[config.mk]
export PLATFORM = sky130hd
export DESIGN_NAME = lfsr_misr_harness
export DESIGN_NICKNAME = d
export VERILOG_FILES = /design/src/rtl/lfsr_misr_pkg.sv /design/src/rtl/misr16.sv /design/src/rtl/lfsr_misr_harness.sv
export SDC_FILE = /design/constraint.sdc
export NUM_CORES = 1
export LEC_CHECK = 0
export ABC_CLOCK_PERIOD_IN_PS = 2200
export CAP_MARGIN = 30
export CORE_UTILIZATION = 34
export CTS_CLUSTER_DIAMETER = 120
export DETAILED_ROUTE_END_ITERATION = 16
export GPL_TIMING_DRIVEN = 0
export PLACE_DENSITY_LB_ADDON = 0.25
export SETUP_SLACK_MARGIN = 0.1
export SLEW_MARGIN = 20
export SYNTH_ARGS = -nofsm -noshare
export SYNTH_HDL_FRONTEND = slang
export SYNTH_SLANG_ARGS = --single-unit
export TNS_END_PERCENT = 10
[constraint.sdc]
create_clock -name clk -period 2.2 [get_ports clk]
set_clock_uncertainty 0.1 [all_clocks]
set_input_delay 0.66 -clock clk [delete_from_list [all_inputs] [get_ports clk]]
set_output_delay 0.66 -clock clk [all_outputs]
set_load 0.03 [all_outputs]
[src/rtl/lfsr_misr_pkg.sv]
// lfsr_misr_pkg: shared FSM states, LFSR taps, MISR polynomial and LFSR step for the harness
package lfsr_misr_pkg;
  typedef enum logic [2:0] {IDLE, LOAD, RUN, FLUSH, DONE} state_t;
  localparam logic [7:0] LFSR_TAPS = 8'hB8;
  localparam logic [15:0] MISR_POLY = 16'h1021;
  localparam logic [7:0] NONZERO_SEED = 8'h01;
  function automatic logic [7:0] lfsr_step(input logic [7:0] v);
    return {v[6:0], ^(v & LFSR_TAPS)};
  endfunction
endpackage

[src/rtl/misr16.sv]
// misr16: 16-bit MISR x^16+x^12+x^5+1 (clk, clear, init, enable, data_in[7:0] -> sig[15:0])
module misr16
  import lfsr_misr_pkg::*;
(
  input  logic        clk,
  input  logic        clear,
  input  logic        init,
  input  logic        enable,
  input  logic [7:0]  data_in,
  output logic [15:0] sig
);
  always_ff @(posedge clk)
    if (clear || init) sig <= '0;
    else if (enable) sig <= {sig[14:0], 1'b0} ^ (sig[15] ? MISR_POLY : 16'h0000) ^ {8'h00, data_in};
endmodule

[src/rtl/lfsr_misr_harness.sv]
// lfsr_misr_harness: LFSR stimulus into a CUT and MISR signature of its response (clk, clear, start, seed, cct_output -> cct_input, busy, done, signature)
module lfsr_misr_harness
  import lfsr_misr_pkg::*;
#(
  parameter int unsigned PATTERN_COUNT = 256,
  parameter int unsigned CUT_LATENCY   = 0
) (
  input  logic        clk,
  input  logic        clear,
  input  logic        start,
  input  logic [7:0]  seed,
  output logic [7:0]  cct_input,
  input  logic [7:0]  cct_output,
  output logic        busy,
  output logic        done,
  output logic [15:0] signature
);
  localparam int unsigned LW = CUT_LATENCY > 0 ? CUT_LATENCY : 1;
  state_t r_state, w_next;
  logic [7:0] r_lfsr, r_seed;
  logic [15:0] r_cnt;
  logic [LW-1:0] r_vld, w_vld_nxt;
  logic w_vld_in, w_capture, w_last, w_accept, w_init;
  assign w_accept = start && (r_state == IDLE || r_state == DONE);
  assign w_last = r_cnt == 16'(PATTERN_COUNT - 1);
  assign w_vld_in = r_state == RUN;
  assign w_capture = CUT_LATENCY == 0 ? w_vld_in : r_vld[LW-1];
  assign w_init = r_state == LOAD;
  if (LW == 1) begin : g_v1
    assign w_vld_nxt = w_vld_in;
  end else begin : g_vn
    assign w_vld_nxt = {r_vld[LW-2:0], w_vld_in};
  end
  always_comb begin
    w_next = r_state;
    case (r_state)
      IDLE:    w_next = start ? LOAD : IDLE;
      LOAD:    w_next = RUN;
      RUN:     w_next = w_last ? (CUT_LATENCY == 0 ? DONE : FLUSH) : RUN;
      FLUSH:   w_next = ~|w_vld_nxt ? DONE : FLUSH;
      DONE:    w_next = start ? LOAD : DONE;
      default: w_next = IDLE;
    endcase
  end
  always_ff @(posedge clk) r_state <= clear ? IDLE : w_next;
  always_ff @(posedge clk)
    if (clear) begin
      r_lfsr <= '0;
      r_seed <= '0;
      r_cnt  <= '0;
      r_vld  <= '0;
    end else begin
      if (w_accept) r_seed <= seed;
      if (r_state == LOAD) begin
        r_lfsr <= r_seed == 8'h00 ? NONZERO_SEED : r_seed;
        r_cnt  <= '0;
        r_vld  <= '0;
      end else if (r_state == RUN || r_state == FLUSH) begin
        r_lfsr <= lfsr_step(r_lfsr);
        r_cnt  <= r_cnt + 16'(w_vld_in);
        r_vld  <= w_vld_nxt;
      end
    end
  misr16 u_misr (
    .clk(clk),
    .clear(clear),
    .init(w_init),
    .enable(w_capture),
    .data_in(cct_output),
    .sig(signature)
  );
  assign cct_input = r_lfsr;
  assign busy = r_state == LOAD || r_state == RUN || r_state == FLUSH;
  assign done = r_state == DONE;
endmodule

==> flow_summary.json <==
{
  "status": "complete, no violations",
  "hold_viol": 0,
  "synth_nets": 304,
  "drtIter0Drc": 55,
  "grt_overflow_total": 0,
  "rsz0062_at_grt": "true",
  "start_util": 0.351,
  "path_max_fanout": 9,
  "power.leakage_nw": 1.29,
  "maxSlewViolCount": 0,
  "fin_crit_ns": 2.11,
  "dieArea_sq_um": 7320,
  "finalCritPeriodShare": 0.957,
  "synthTopCellsByArea": "dfxtp_1, nand2_1, xnor2_1, a21oi_1, nor2_1",
  "hold-worst-slack_ns": 0.354,
  "finalPower_mw": 1.95,
  "place.gp.congestion": 0.777,
  "slew_headroom": 0.583,
  "tightest_slew_ns": 0.625,
  "via_per_inst": 4.90,
  "portBuffers": 44,
  "powerDensity_nw_per_um2": 621,
  "clk_latency_ns": 0.30,
  "antenna_found_initial": 0,
  "final_layout_size_suffix_gt1_frac": 0.141,
  "r2r_slack_ns": 0.10,
  "worst-setup-path-type": "reg -> out",
  "finalSetupViolCount": 0,
  "synth_edf_count": 0,
  "num_antenna_cells": 0,
  "cp-end-kind": "output port",
  "antenna_left": 0,
  "die_w_microns": 85.5,
  "synth_top_area_share": 0.430,
  "synthTopCellsByCount": "dfxtp_1, nand2_1, nor2_1, a21oi_1, xnor2_1",
  "grtUsageTotal": 0.150,
  "r2r-end": "r_cnt[4]$_SDFFE_PP0P_",
  "maxCapViolations": 0,
  "vdd_drop_max_uv": 448,
  "synth_cells": 282,
  "drt_first_pass_iters": 4,
  "synthArstFlopShare": 0,
  "fmax_mhz": 475,
  "cp_data_arrival_time_ns": 1.35,
  "root_buffer": "clkbuf_8",
  "clock-sinks": 51,
  "cts.path.max_buffers": 2,
  "min_from": "r_seed[0]$_SDFFE_PP0P_",
  "required_ns": 1.44,
  "n_fill_cell": 691,
  "min_path_type": "reg -> reg",
  "via_count": 2058,
  "wirelength_mm": 5.21,
  "min_to": "r_seed[0]$_SDFFE_PP0P_",
  "fin_setup_tns_ns": 0,
  "wire_per_inst_microns": 12.4,
  "syn_avg_cell_area_sq_um": 8.41,
  "ys_types": 42,
  "synth-warning-count": 0,
  "rows": 30,
  "hold_depth": 2,
  "yosysTopAreaCell": "dfxtp_1",
  "io_pins": 45,
  "clkTransAtPathRegs_ns": 0.09,
  "area_delta_synth_final_pct": 32.1,
  "ys_seq_area_frac": 0.430,
  "synth_most_common_cell": "dfxtp_1",
  "grt_max_degree": 15,
  "drc": 0,
  "reg2reg_depth": 12,
  "start_kind": "flip-flop",
  "cts_made_buffers": 5,
  "coreArea_sq_um": 6760,
  "grt_pass1_wl_mm": 8.74,
  "fp.dieH_microns": 85.5,
  "layout.nets": 362,
  "yosys_most_used_dff": "dfxtp_1",
  "dp_hpwl_mm": 3.63,
  "rr_startpoint": "r_state[2]$_SDFF_PP0_",
  "cts_tree": "yes",
  "netlist_area_sq_um": 2370,
  "grt_pass1_vias": 1928,
  "ys_seq_elements": 51,
  "h-tree-depth": 2
}
registers in the layout, indices dropped and copies added (netlist names):
| register | flops |
|---|---|
| cct_input | 8 |
| r_seed | 8 |
| r_cnt | 16 |
| u_misr.sig | 16 |
| r_state | 3 |
critical path: stages (launching register included):
cell	delay (ns)
dfxtp_4	0.38
nor2_2	0.25
nor2_4	0.11
clkdlybuf4s15_2	0.30
cells in the final DEF (no fill, tap or decap), drive strengths merged:
cell,Yosys,final
a211o,2,2
a211oi,8,8
a21o,1,1
a21oi,28,28
a221oi,1,1
and2,2,2
and4,1,1
buf,10,18
clkbuf,5,11
clkdlybuf4s15,0,1
clkdlybuf4s50,0,18
clkinv,1,2
dfxtp,51,51
dlygate4sd2,0,24
ha,3,3
inv,9,9
mux2i,2,2
nand2,44,44
nand2b,3,3
nand3,4,4
nand3b,3,3
nand4,7,7
nand4b,1,1
nor2,36,36
nor2b,2,2
nor3,12,12
nor3b,8,8
nor4,4,4
nor4b,3,3
o21ai,3,3
o221ai,1,1
or2,1,1
or3,4,4
or4,1,1
xnor2,18,18
xor2,3,3
power breakdown:
part           total, mW  internal [mW]  switching, mW
clock              0.550          0.248          0.303
sequential          1.01          0.967         0.0387
combinational      0.391          0.168          0.223
total               1.95           1.38          0.564
cell families after synthesis:
family	count (synthesis)	share of synthesized area
compound gates	44	0.109
xor+xnor	21	0.0775
fa+ha+maj	3	0.0158
buf+inv	25	0.0533
flops	51	0.430
mux	2	0.00844
simple gates	136	0.306
area by class of cell:
type                    instances  area, sq um  area share
clock buffers                   6         82.6      0.0264
repair buffers                 51          469       0.150
flip-flops and latches         51         1030       0.327
plain buffers                  15          113      0.0359
well taps                      80          100      0.0319
inverters                      10         42.5      0.0136
multi-input cells             206         1290       0.413
clock inverters                 1         5.00     0.00160
worst max-delay path by stage:
stage | start | endpoint | slack (ns) | depth (start not counted)
after global placement | r_state[1]$_SDFF_PP0_ | busy | -0.38 | 3
after floorplan | r_state[2]$_SDFF_PP0_ | r_cnt[12]$_SDFFE_PP0P_ | 0.12 | 12
after detailed placement | r_state[1]$_SDFF_PP0_ | busy | -0.38 | 3
after CTS | r_state[2]$_SDFF_PP0_ | r_cnt[10]$_SDFFE_PP0P_ | 0.06 | 13
final | r_state[1]$_SDFF_PP0_ | busy | 0.09 | 3
after global routing | r_state[2]$_SDFF_PP0_ | r_cnt[4]$_SDFFE_PP0P_ | 0.0007 | 12
metal layers:
layer  up-vias  share of wire  routed length [microns]  global-route usage
met5         -              0                        0                   0
met4         0          0.013                       69              0.0545
met3         7          0.034                      175              0.0298
met2        36           0.47                     2460               0.252
met1       940           0.48                     2510               0.192
li1       1075              -                        -                   -
timing repair:
action / in CTS / in global routing
setup buffers: 7 / 0
resized for setup: 44 / 11
gates cloned: 0 / 0
pin swaps: 3 / 3
hold buffers: 0 / 0
endpoints found under the setup margin: 36 / 22
metrics by stage:
| step | std cells | utilization | instance area, sq um | setup WS (ns) |
|---|---|---|---|---|
| 3_5_place_dp | 406 | 0.436 | 2940 | -0.378 |
| 5_1_grt | 420 | 0.464 | 3130 | 0.000653 |
| 6_report | 420 | 0.464 | 3130 | 0.0947 |
| 2_1_floorplan | 282 | - | 2400 | 0.125 |
| 4_1_cts | 420 | 0.458 | 3090 | 0.0625 |
| 3_3_place_gp | 406 | 0.436 | 2940 | -0.379 |
(Power assumes the default switching activity.)
